`src/rtl/arith_share_sched.sv`:
```
// rtl/arith_share_sched.sv - round-robin scheduler sharing one add/sub/halve/multiply unit
// Optional build macro: ARITH_SHARE_SCHED_CHECK_EN compiles in immediate assertions.
`timescale 1ns/1ps
module arith_share_sched #(
    parameter int WIDTH = 4,
    parameter int NREQ  = 2
) (
    input  logic                    clk,
    input  logic                    rst,
    input  logic [NREQ-1:0]         req_valid,
    output logic [NREQ-1:0]         req_ready,
    input  logic [2*NREQ-1:0]       req_op,
    input  logic [WIDTH*NREQ-1:0]   req_a,
    input  logic [WIDTH*NREQ-1:0]   req_b,
    output logic                    rsp_valid,
    input  logic                    rsp_ready,
    output logic [$clog2(NREQ)-1:0] rsp_id,
    output logic [2*WIDTH-1:0]      rsp_data
);
    localparam int IDW = $clog2(NREQ);
    localparam int CW  = (WIDTH > 1) ? $clog2(WIDTH) : 1;

    localparam logic [1:0] OP_ADD  = 2'b00;
    localparam logic [1:0] OP_SUB  = 2'b01;
    localparam logic [1:0] OP_HALF = 2'b10;
    localparam logic [1:0] OP_MUL  = 2'b11;

    typedef enum logic [1:0] {
        S_IDLE = 2'd0,
        S_EXEC = 2'd1,
        S_MULT = 2'd2,
        S_RESP = 2'd3
    } state_t;

    state_t               state;
    state_t               state_nxt;
    logic [IDW-1:0]       ptr;
    logic [IDW-1:0]       grant;
    logic [IDW-1:0]       cand;
    logic                 found;
    logic                 accept;
    logic [1:0]           sel_op;
    logic [WIDTH-1:0]     sel_a;
    logic [WIDTH-1:0]     sel_b;
    logic [1:0]           op_q;
    logic [WIDTH-1:0]     a_q;
    logic [WIDTH-1:0]     b_q;
    logic [2*WIDTH-1:0]   acc;
    logic [2*WIDTH-1:0]   mcand;
    logic [WIDTH-1:0]     mplier;
    logic [CW-1:0]        cnt;
    logic                 mult_last;
    logic [WIDTH:0]       add_res;
    logic [WIDTH-1:0]     sub_res;
    logic [WIDTH-1:0]     half_res;
    logic [2*WIDTH-1:0]   exec_result;

    // Round-robin search starting at ptr and wrapping; first valid requester wins.
    always_comb begin
        found = 1'b0;
        grant = '0;
        cand  = '0;
        for (int i = 0; i < NREQ; i++) begin
            cand = IDW'((int'(ptr) + i) % NREQ);
            if (!found && req_valid[cand]) begin
                found = 1'b1;
                grant = cand;
            end
        end
    end

    // Steer the winner's opcode and operands; only used at the acceptance edge.
    always_comb begin
        sel_op = '0;
        sel_a  = '0;
        sel_b  = '0;
        for (int i = 0; i < NREQ; i++) begin
            if (grant == IDW'(i)) begin
                sel_op = req_op[2*i +: 2];
                sel_a  = req_a[WIDTH*i +: WIDTH];
                sel_b  = req_b[WIDTH*i +: WIDTH];
            end
        end
    end

    assign accept    = (state == S_IDLE) && found && !rst;
    assign mult_last = (cnt == CW'(WIDTH - 1));
    assign rsp_valid = (state == S_RESP);

    // State register.
    always_ff @(posedge clk) begin
        if (rst) begin
            state <= S_IDLE;
        end else begin
            state <= state_nxt;
        end
    end

    // Next-state and grant decode; the grant never depends on opcode or operands.
    always_comb begin
        state_nxt = state;
        req_ready = '0;
        case (state)
            S_IDLE: begin
                if (accept) begin
                    req_ready[grant] = 1'b1;
                    state_nxt = (sel_op == OP_MUL) ? S_MULT : S_EXEC;
                end
            end
            S_EXEC: state_nxt = S_RESP;
            S_MULT: begin
                if (mult_last) begin
                    state_nxt = S_EXEC;
                end
            end
            S_RESP: begin
                if (rsp_ready) begin
                    state_nxt = S_IDLE;
                end
            end
            default: state_nxt = S_IDLE;
        endcase
    end

    // Single-cycle results; a finished multiply is passed through from the accumulator.
    always_comb begin
        add_res     = {1'b0, a_q} + {1'b0, b_q};
        sub_res     = a_q - b_q;
        half_res    = a_q >> 1;
        exec_result = '0;
        case (op_q)
            OP_ADD:  exec_result = {{(WIDTH-1){1'b0}}, add_res};
            OP_SUB:  exec_result = {{WIDTH{1'b0}}, sub_res};
            OP_HALF: exec_result = {{WIDTH{1'b0}}, half_res};
            default: exec_result = acc;
        endcase
    end

    // Capture at acceptance, shift-add multiply steps, and response register load.
    always_ff @(posedge clk) begin
        if (rst) begin
            ptr      <= '0;
            op_q     <= '0;
            a_q      <= '0;
            b_q      <= '0;
            acc      <= '0;
            mcand    <= '0;
            mplier   <= '0;
            cnt      <= '0;
            rsp_id   <= '0;
            rsp_data <= '0;
        end else begin
            case (state)
                S_IDLE: begin
                    if (accept) begin
                        op_q   <= sel_op;
                        a_q    <= sel_a;
                        b_q    <= sel_b;
                        rsp_id <= grant;
                        ptr    <= (grant == IDW'(NREQ - 1)) ? '0 : grant + 1'b1;
                        acc    <= '0;
                        mcand  <= {{WIDTH{1'b0}}, sel_a};
                        mplier <= sel_b;
                        cnt    <= '0;
                    end
                end
                S_MULT: begin
                    if (mplier[0]) begin
                        acc <= acc + mcand;
                    end
                    mcand  <= mcand << 1;
                    mplier <= mplier >> 1;
                    cnt    <= mult_last ? '0 : cnt + 1'b1;
                end
                S_EXEC: rsp_data <= exec_result;
                default: ;
            endcase
        end
    end

`ifdef ARITH_SHARE_SCHED_CHECK_EN
    logic               hold_q;
    logic [IDW-1:0]     id_prev;
    logic [2*WIDTH-1:0] data_prev;

    // Operand X/Z at acceptance, grant shape, and response stability under back-pressure.
    always_ff @(posedge clk) begin
        if (rst) begin
            hold_q    <= 1'b0;
            id_prev   <= '0;
            data_prev <= '0;
        end else begin
            hold_q    <= rsp_valid && !rsp_ready;
            id_prev   <= rsp_id;
            data_prev <= rsp_data;
            if (accept) begin
                assert (^(sel_a ^ sel_b) !== 1'bx)
                    else $warning("arith_share_sched: X/Z operand at acceptance");
            end
            assert ($onehot0(req_ready))
                else $error("arith_share_sched: req_ready not zero-or-one-hot");
            if (hold_q) begin
                assert (rsp_id == id_prev && rsp_data == data_prev)
                    else $error("arith_share_sched: response changed while stalled");
            end
        end
    end
`endif

endmodule

```
`config.mk`:
```
export PLATFORM = sky130hd
export DESIGN_NAME = arith_share_sched
export DESIGN_NICKNAME = d
export VERILOG_FILES = /design/src/rtl/arith_share_sched.sv
export SDC_FILE = /design/constraint.sdc
export NUM_CORES = 1
export LEC_CHECK = 0
export CORE_ASPECT_RATIO = 1.25
export CORE_UTILIZATION = 54
export DETAILED_ROUTE_END_ITERATION = 12
export PLACE_DENSITY = 0.79
export SYNTH_ARGS = -nofsm -noshare
export SYNTH_HDL_FRONTEND = slang
export SYNTH_SLANG_ARGS = --single-unit
```
`constraint.sdc`:
```
create_clock -name clk -period 2.13 [get_ports clk]
set_clock_uncertainty 0.05 [all_clocks]
set_input_delay 0.639 -clock clk [delete_from_list [all_inputs] [get_ports clk]]
set_output_delay 0.639 -clock clk [all_outputs]
set_load 0.02 [all_outputs]
```
After elaboration in Yosys (flattened, before gate mapping). Cells that the tools add are included.

Register bits after elaboration: 44. Word-level logic and storage cells: 77. Output and inout bits: 12.

Multiplexer cells: 32. $add $sub $neg: 6. Reduce and logical (&&, ||, !) cells: 13. Equality and inequality tests: 11. Magnitude comparators: 4.

Operators by type and width (number): one-hot mux 8 bit (2 select lines) (2); 2-to-1 mux 8 bit (3); one-hot mux 8 bit (3 select lines) (1); 2-to-1 mux 2 bit (9); 2-to-1 mux 4 bit (3); equality test 2 bit (second input constant) (5); 2-to-1 mux 1 bit (10); adder 8 bit (1); one-hot mux 2 bit (4 select lines) (1); one-hot mux 4 bit (2 select lines) (1); less-than comparator 1 x 2 -> 1 bit (second input constant) (3); != test 2 bit (second input constant) (3); AND reduction 3 bit (2); adder 4 x 4 -> 5 bit (1); equality test 2 x 1 -> 1 bit (second input constant) (2); logical AND 1 bit (4); zero test 2 bit (2); one-hot mux 2 bit (2 select lines) (1); AND reduction 2 bit (2); subtractor 4 bit (1); adder 1 bit (second input constant) (2); adder 2 x 1 -> 2 bit (second input constant) (1); zero test 1 bit (2); != test 2 x 1 -> 1 bit (second input constant) (1); other kinds (3) (3).

Longest topological paths before layout. Gate-level depths: netlist of run 1.

Depth in word-level cells: 12. Gate-level depth with buffers: 9. Gate-level depth less buffers: 7.

Worst setup path before layout of run 1. No wires, ideal clock.

Path kind: input port to output port. Start point: in rst. End point: out req_ready[0]. Cell stages on the path: 5. Path slack: -169 ps. Required time: 1441 ps. Arrival time: 1610 ps. Cell sequence: clkbuf_2 > and2b_1 > nand2_1 > buf_2 > nor2_1.

Word-level cells in the longest chain between the ends: 4.

Ends and longest elaborated chain: start, declared (RTL line 9) `input logic rst,`; zero test 1 bit (RTL line 86) `assign accept = (state == S_IDLE) && found && !rst;`; logical AND 1 bit (RTL line 86); 2-to-1 mux 2 bit (RTL line 105) `if (accept) begin`; 2-to-1 mux 2 bit (RTL line 103) `case (state)`; end, declared (RTL line 11) `output logic [NREQ-1:0] req_ready,`.

Every way passes these cells.

Worst setup path in the final report of run 1.
Start point: in rst. End point: out req_ready[1].

The elaborated chain is that of the path after synthesis.

==> results of run 1 <==
## flip-flops by register name, indices dropped and copies added (netlist names)
| register | count |
|---|---|
| state | 2 |
| rsp_id | 1 |
| b_q | 4 |
| ptr | 1 |
| op_q | 2 |
| acc | 8 |
| mcand | 8 |
| rsp_data | 8 |
| mplier | 4 |
| a_q | 4 |
| cnt | 2 |
## routing by layer
layer	track usage, %	vias to the layer above	routed length (um)
li1	-	1189	-
met1	28.75	1124	2560
met2	51.81	57	3332
met3	3.879	13	195
met4	12.05	0	199
met5	0	-	0
## worst register-to-register path: cells and delay by family (launching register included)
family	cells	cell delay [ps]
buffers and inverters	1	70
flip-flops	1	470
AO/OA/AOI/OAI	2	450
adder cells (fa/ha/maj)	1	300
AND/OR/NAND/NOR	3	590
## placed cells by master, fill, tap and decap left out, types with 2 or more instances in the layout
master | Yosys | final
a21o_1 | 6 | 6
a21oi_1 | 26 | 26
a22o_1 | 2 | 2
a22oi_1 | 7 | 7
a311oi_1 | 7 | 7
a31oi_1 | 2 | 2
and2_1 | 10 | 10
and3_1 | 2 | 2
buf_4 | 1 | 31
buf_6 | 0 | 3
clkbuf_8 | 0 | 5
clkdlybuf4s50_1 | 0 | 30
dfxtp_1 | 44 | 44
dlygate4sd2_1 | 0 | 3
fa_1 | 3 | 3
ha_1 | 19 | 18
inv_1 | 15 | 13
inv_2 | 0 | 2
mux2i_1 | 10 | 10
nand2_1 | 16 | 15
nand2b_1 | 6 | 6
nand3_1 | 13 | 13
nand4_1 | 2 | 2
nor2_1 | 30 | 27
nor2_4 | 0 | 3
nor3_1 | 2 | 2
o211ai_1 | 12 | 12
o21ai_0 | 18 | 18
o21bai_1 | 3 | 3
o311a_1 | 2 | 2
or3_1 | 2 | 2
xnor2_1 | 5 | 5
## kinds of logic (layout without fill, tap and decap cells)
logic type / after synthesis / in the layout
AOI/OAI and AO/OA: 95 / 95
and+or+nand+nor: 90 / 90
DFF: 44 / 44
buffers and inverters: 31 / 90
adders and majority gates: 22 / 22
muxes: 11 / 11
xor gates and xnor gates: 6 / 6
## repair_timing
| item | CTS | global route |
|---|---|---|
| setup buffers | 2 | 0 |
| resized for setup | 28 | 5 |
| endpoints found under the setup margin | 3 | 3 |
| pin swaps | 3 | 0 |
## metrics by stage
| step | total power (W) | worst slack (ps) | util, % | area, um2 |
|---|---|---|---|---|
| after floorplan | 0.002069 | -1.183 | - | 2561 |
| after global placement | 0.002586 | -771.8 | 70.57 | 3147 |
| after detailed placement | 0.002643 | -782.0 | 70.57 | 3147 |
| after CTS | 0.003173 | 1.518 | 73.43 | 3274 |
| after global routing | 0.003405 | 0.4087 | 73.51 | 3278 |
| final | 0.003189 | 29.94 | 73.51 | 3278 |
## final cells by class
cell class | count | share of cell area, %
multi-input combinational | 224 | 48.59
sequential | 44 | 26.87
timing repair buffer | 68 | 18.24
clock buffer | 6 | 2.214
tap | 58 | 2.214
inverter | 15 | 1.718
clock inverter | 1 | 0.1527
## path summary, 6_finish.rpt
path | depth (start not counted) | startpoint | slack (ps) | endpoint
worst max-delay path | 5 | rst | 30 | req_ready[1]
worst min-delay path | 2 | mplier[3] | 420 | mplier[3]
worst max register to register | 7 | b_q[1] | 110 | rsp_data[3]
worst min register to register | 2 | mplier[3] | 420 | mplier[3]
## power groups by stage
stage / combinational [W] / clock (W) / sequential, W
after global placement: 0.00146 / 0 / 0.00113
after detailed placement: 0.00150 / 0 / 0.00114
after global routing: 0.00173 / 0.000527 / 0.00115
after floorplan: 0.000947 / 0 / 0.00112
final: 0.00158 / 0.000488 / 0.00113
after CTS: 0.00156 / 0.000490 / 0.00112
==> results.json, run 1 <==
{
  "worst_slew_pin_slew_ps": 494.3,
  "cap_violations": 0,
  "dr.pass1.iters": 6,
  "min_path_type": "reg -> reg",
  "cpMaxStageDelayCell": "and2b_2",
  "cts.sinks": 44,
  "diodes": 0,
  "yosysMostFrequentCell": "dfxtp_1",
  "yosys-top-cells-count": "dfxtp_1, nor2_1, a21oi_1, ha_1, o21ai_0",
  "nFillCells": 387,
  "synth-simple-area-share_pct": 17.05,
  "synth_edf_count": 0,
  "grt_pass1_wl_um": 10550,
  "synth_xor_area_share_pct": 2.058,
  "cp_num_buf_inv": 2,
  "finalSetupViolCount": 0,
  "dieHeight_um": 78.89,
  "crit_arrival_ps": 1410,
  "layout_min_cycle_time_ps": 2100,
  "cts_max_path_buffers": 2,
  "final_nets": 405,
  "drive_gt1_share_pct": 15.92,
  "placementRows": 27,
  "crit_path_start_kind": "primary input",
  "ys_seq_area_share_pct": 34.49,
  "die-area_um2": 5010,
  "numCtsBuffers": 5,
  "wl_per_cell_um": 15.11,
  "rsz0062_at_grt": "false",
  "drv_slew": 0,
  "slew_headroom_pct": 67.05,
  "netSwitchingFraction_pct": 38.64,
  "num_vias": 2383,
  "core-area_um2": 4459,
  "synthFlopType": "dfxtp_1",
  "critPathRequiredTime_ps": 1440,
  "ioPinCount": 37,
  "p_per_area_nw_per_um2": 972.7,
  "grt-ovfl-total": 0,
  "synthAdderAreaFrac_pct": 11.66,
  "seq_power_share_pct": 35.3,
  "timing.final.crit_share_pct": 98.59,
  "synthesis.nets": 346,
  "gp_congestion": 0.8980,
  "slowest_delay_ps": 240,
  "outcome": "complete, no violations",
  "cp_max_fo": 3,
  "drt_wl_total_um": 6286,
  "cts_hold_buf": 0,
  "syn_area_per_cell_um2": 8.541,
  "synthMuxAreaShare_pct": 4.802,
  "synth_warnings": 0,
  "antenna_found_initial": 0,
  "synth_compound_area_share_pct": 24.89,
  "clkLatencyLatePin_ps": 300,
  "drtIter0Drc": 82,
  "multiInputGateArea_um2": 1593,
  "path_delay_family": "simple AND/OR/NAND/NOR gates",
  "grt_usage_pct": 27.07,
  "synth_area_um2": 2554,
  "grt_max_degree": 34,
  "worstSetupEndpointType": "primary output",
  "port_buffers": 36,
  "syn_inst": 299,
  "ant_nets": 0,
  "dp_hpwl_um": 4885,
  "combinationalPowerShare_pct": 49.4,
  "h-tree-depth": 2,
  "synth_top_area_share_pct": 34.49,
  "timing.setup.tns_ps": 0,
  "p_leak_nw": 1.351,
  "ff_latch_area_um2": 880.8,
  "dp.cells": 407,
  "peakVddDrop_mv": 0.5933,
  "cp_cell_sequence": "dlygate4sd2_1 > and2b_2 > nand2_4 > nor2_4 > buf_6",
  "drc": 0,
  "ys_seq_elements": 44,
  "yosysTopAreaCell": "dfxtp_1",
  "critPathKind": "in -> out",
  "synth_top_family_by_area": "compound AO/OA/AOI/OAI gates",
  "initial_core_util_pct": 57.27,
  "power.switching_w": 0.001232,
  "final_cells": 416,
  "die_w_um": 63.51,
  "synth_cell_types": 47,
  "path_clk_slew_ps": 70,
  "clock_power_share_pct": 15.3,
  "synth.area.top_cells": "dfxtp_1, ha_1, a21oi_1",
  "internal_power_w": 0.001957,
  "vias_per_cell": 5.728,
  "finalHoldViolCount": 0,
  "synth-async-reset-ratio_pct": 0,
  "fmax_mhz": 476.2,
  "whs_ps": 415.5,
  "area_growth_pct": 28.37,
  "cts_tree": "yes",
  "root_buffer": "clkbuf_8",
  "grt_pass1_vias": 2317
}
Note: power is estimated with default switching activity, not from simulation.
==> run 2, diff against run 1 <==
--- a/config.mk
+++ b/config.mk
@@ -8,6 +8,7 @@
 export CORE_ASPECT_RATIO = 1.25
 export CORE_UTILIZATION = 54
 export DETAILED_ROUTE_END_ITERATION = 12
+export GPL_TIMING_DRIVEN = 0
 export PLACE_DENSITY = 0.79
 export SYNTH_ARGS = -nofsm -noshare
 export SYNTH_HDL_FRONTEND = slang
==> results.json, run 2 (synthesis results as in run 1) <==
{
  "grt-ovfl-total": 0,
  "die_w_um": 63.51,
  "top_regs": "acc (8), mcand (8), rsp_data (8)",
  "cap_violations": 0,
  "path_clk_slew_ps": 70,
  "final_nets": 398,
  "dieHeight_um": 78.89,
  "crit_path_start_kind": "primary input",
  "slowest_delay_ps": 250,
  "die-area_um2": 5010,
  "critPathRequiredTime_ps": 1440,
  "drive_gt1_share_pct": 14.81,
  "grt_usage_pct": 27.89,
  "layout_common_cells": "dfxtp_1, clkdlybuf4s50_1, nor2_1",
  "p_per_area_nw_per_um2": 981.6,
  "cpMaxStageDelayCell": "and2b_2",
  "vias_per_cell": 5.846,
  "dr.pass1.iters": 4,
  "ioPinCount": 37,
  "drt_wl_total_um": 6303,
  "cts.sinks": 44,
  "grt_pass1_vias": 2271,
  "slew_headroom_pct": 59.05,
  "min_from": "rsp_data[5]",
  "numCtsBuffers": 5,
  "h-tree-depth": 2,
  "drv_slew": 0,
  "timing.final.crit_share_pct": 99.40,
  "antenna_found_initial": 0,
  "core-area_um2": 4459,
  "worst_slew_pin_slew_ps": 614.3,
  "ant_nets": 0,
  "critPathKind": "in -> out",
  "layout_min_cycle_time_ps": 2117,
  "nFillCells": 364,
  "clkLatencyLatePin_ps": 300,
  "drtIter0Drc": 122,
  "cp_max_fo": 7,
  "crit_arrival_ps": 1430,
  "layout_commonest_cell": "dfxtp_1",
  "root_buffer": "clkbuf_8",
  "port_buffers": 35,
  "outcome": "complete, no violations",
  "grt_pass1_wl_um": 10880,
  "grt_max_degree": 14,
  "area_growth_pct": 25.58,
  "cp_num_buf_inv": 2,
  "p_leak_nw": 1.288,
  "fmax_mhz": 472.3,
  "finalHoldViolCount": 0,
  "finalSetupViolCount": 0,
  "cp_cell_sequence": "clkbuf_4 > and2b_2 > nand2_4 > nor2_1 > buf_4",
  "whs_ps": 418.7,
  "cts_tree": "yes",
  "wl_per_cell_um": 15.41,
  "num_vias": 2391,
  "min_path_type": "reg -> reg",
  "placementRows": 27,
  "cts_max_path_buffers": 2,
  "initial_core_util_pct": 57.27,
  "crit_start": "rst",
  "gp_congestion": 0.8786,
  "r2r-start": "state[1]",
  "dp.cells": 392,
  "dp_hpwl_um": 4729,
  "path_delay_family": "simple AND/OR/NAND/NOR gates",
  "diodes": 0,
  "peakVddDrop_mv": 0.5145,
  "drc": 0,
  "final_cells": 409,
  "rsz0062_at_grt": "true",
  "worstSetupEndpointType": "primary output"
}
run 2: power breakdown:
part | total [W] | switching, W | internal (W)
registers | 0.00111 | 0.000132 | 0.000982
clock network | 0.000502 | 0.000280 | 0.000222
logic | 0.00153 | 0.000845 | 0.000687
total | 0.00315 | 0.00126 | 0.00189
run 2: layer usage:
metal	vias up	routed length [um]	global-route usage, %	share of wire [%]
met3	11	329	4.310	5.2
met1	1109	2667	33.78	42
li1	1181	-	-	-
met4	0	156	11.82	2.5
met5	-	0	0	0
met2	90	3149	48.51	50
run 2: cell type report:
| type | instances | area [um2] | share of cell area, % |
|---|---|---|---|
| buffer | 15 | 83.83 | 2.614 |
| multi-input combinational | 224 | 1599 | 49.86 |
| inverter | 15 | 62.56 | 1.951 |
| timing repair buffer | 46 | 420.4 | 13.11 |
| tap | 58 | 72.57 | 2.263 |
| clock buffer | 5 | 68.82 | 2.146 |
| clock inverter | 2 | 12.51 | 0.3902 |
| sequential | 44 | 887.1 | 27.66 |
run 2: through the flow:
stage | total power, W | utilization (%) | setup WS [ps] | TNS, ps | area [um2]
after detailed placement | 0.002460 | 66.92 | -978.3 | -7846 | 2984
after global placement | 0.002416 | 66.92 | -969.4 | -6681 | 2984
final | 0.003148 | 71.91 | 12.69 | 0 | 3207
after floorplan | 0.002069 | - | -1.183 | -1.183 | 2561
after global routing | 0.003363 | 71.91 | -27.32 | -31.21 | 3207
after CTS | 0.003106 | 71.75 | -72.62 | -107.5 | 3199
run 2: what timing repair did:
item,4_1_cts,5_1_grt
hold buffers,0,0
buffers inserted,10,1
endpoints found under the setup margin,6,7
resized for setup,38,11
pin swaps,4,3
run 2: final timing paths:
path,depth (start not counted),end,slack (ps)
worst max-delay path,5,req_ready[1],10
worst min-delay path,2,rsp_data[5],420
worst max register to register,9,mplier[2],100
worst min register to register,2,rsp_data[5],420
run 2: worst min-delay path, delay by kind of cell (launching register included):
kind            cells  cell delay [ps]
compound gates      1               50
simple gates        1               60
flops               1              310
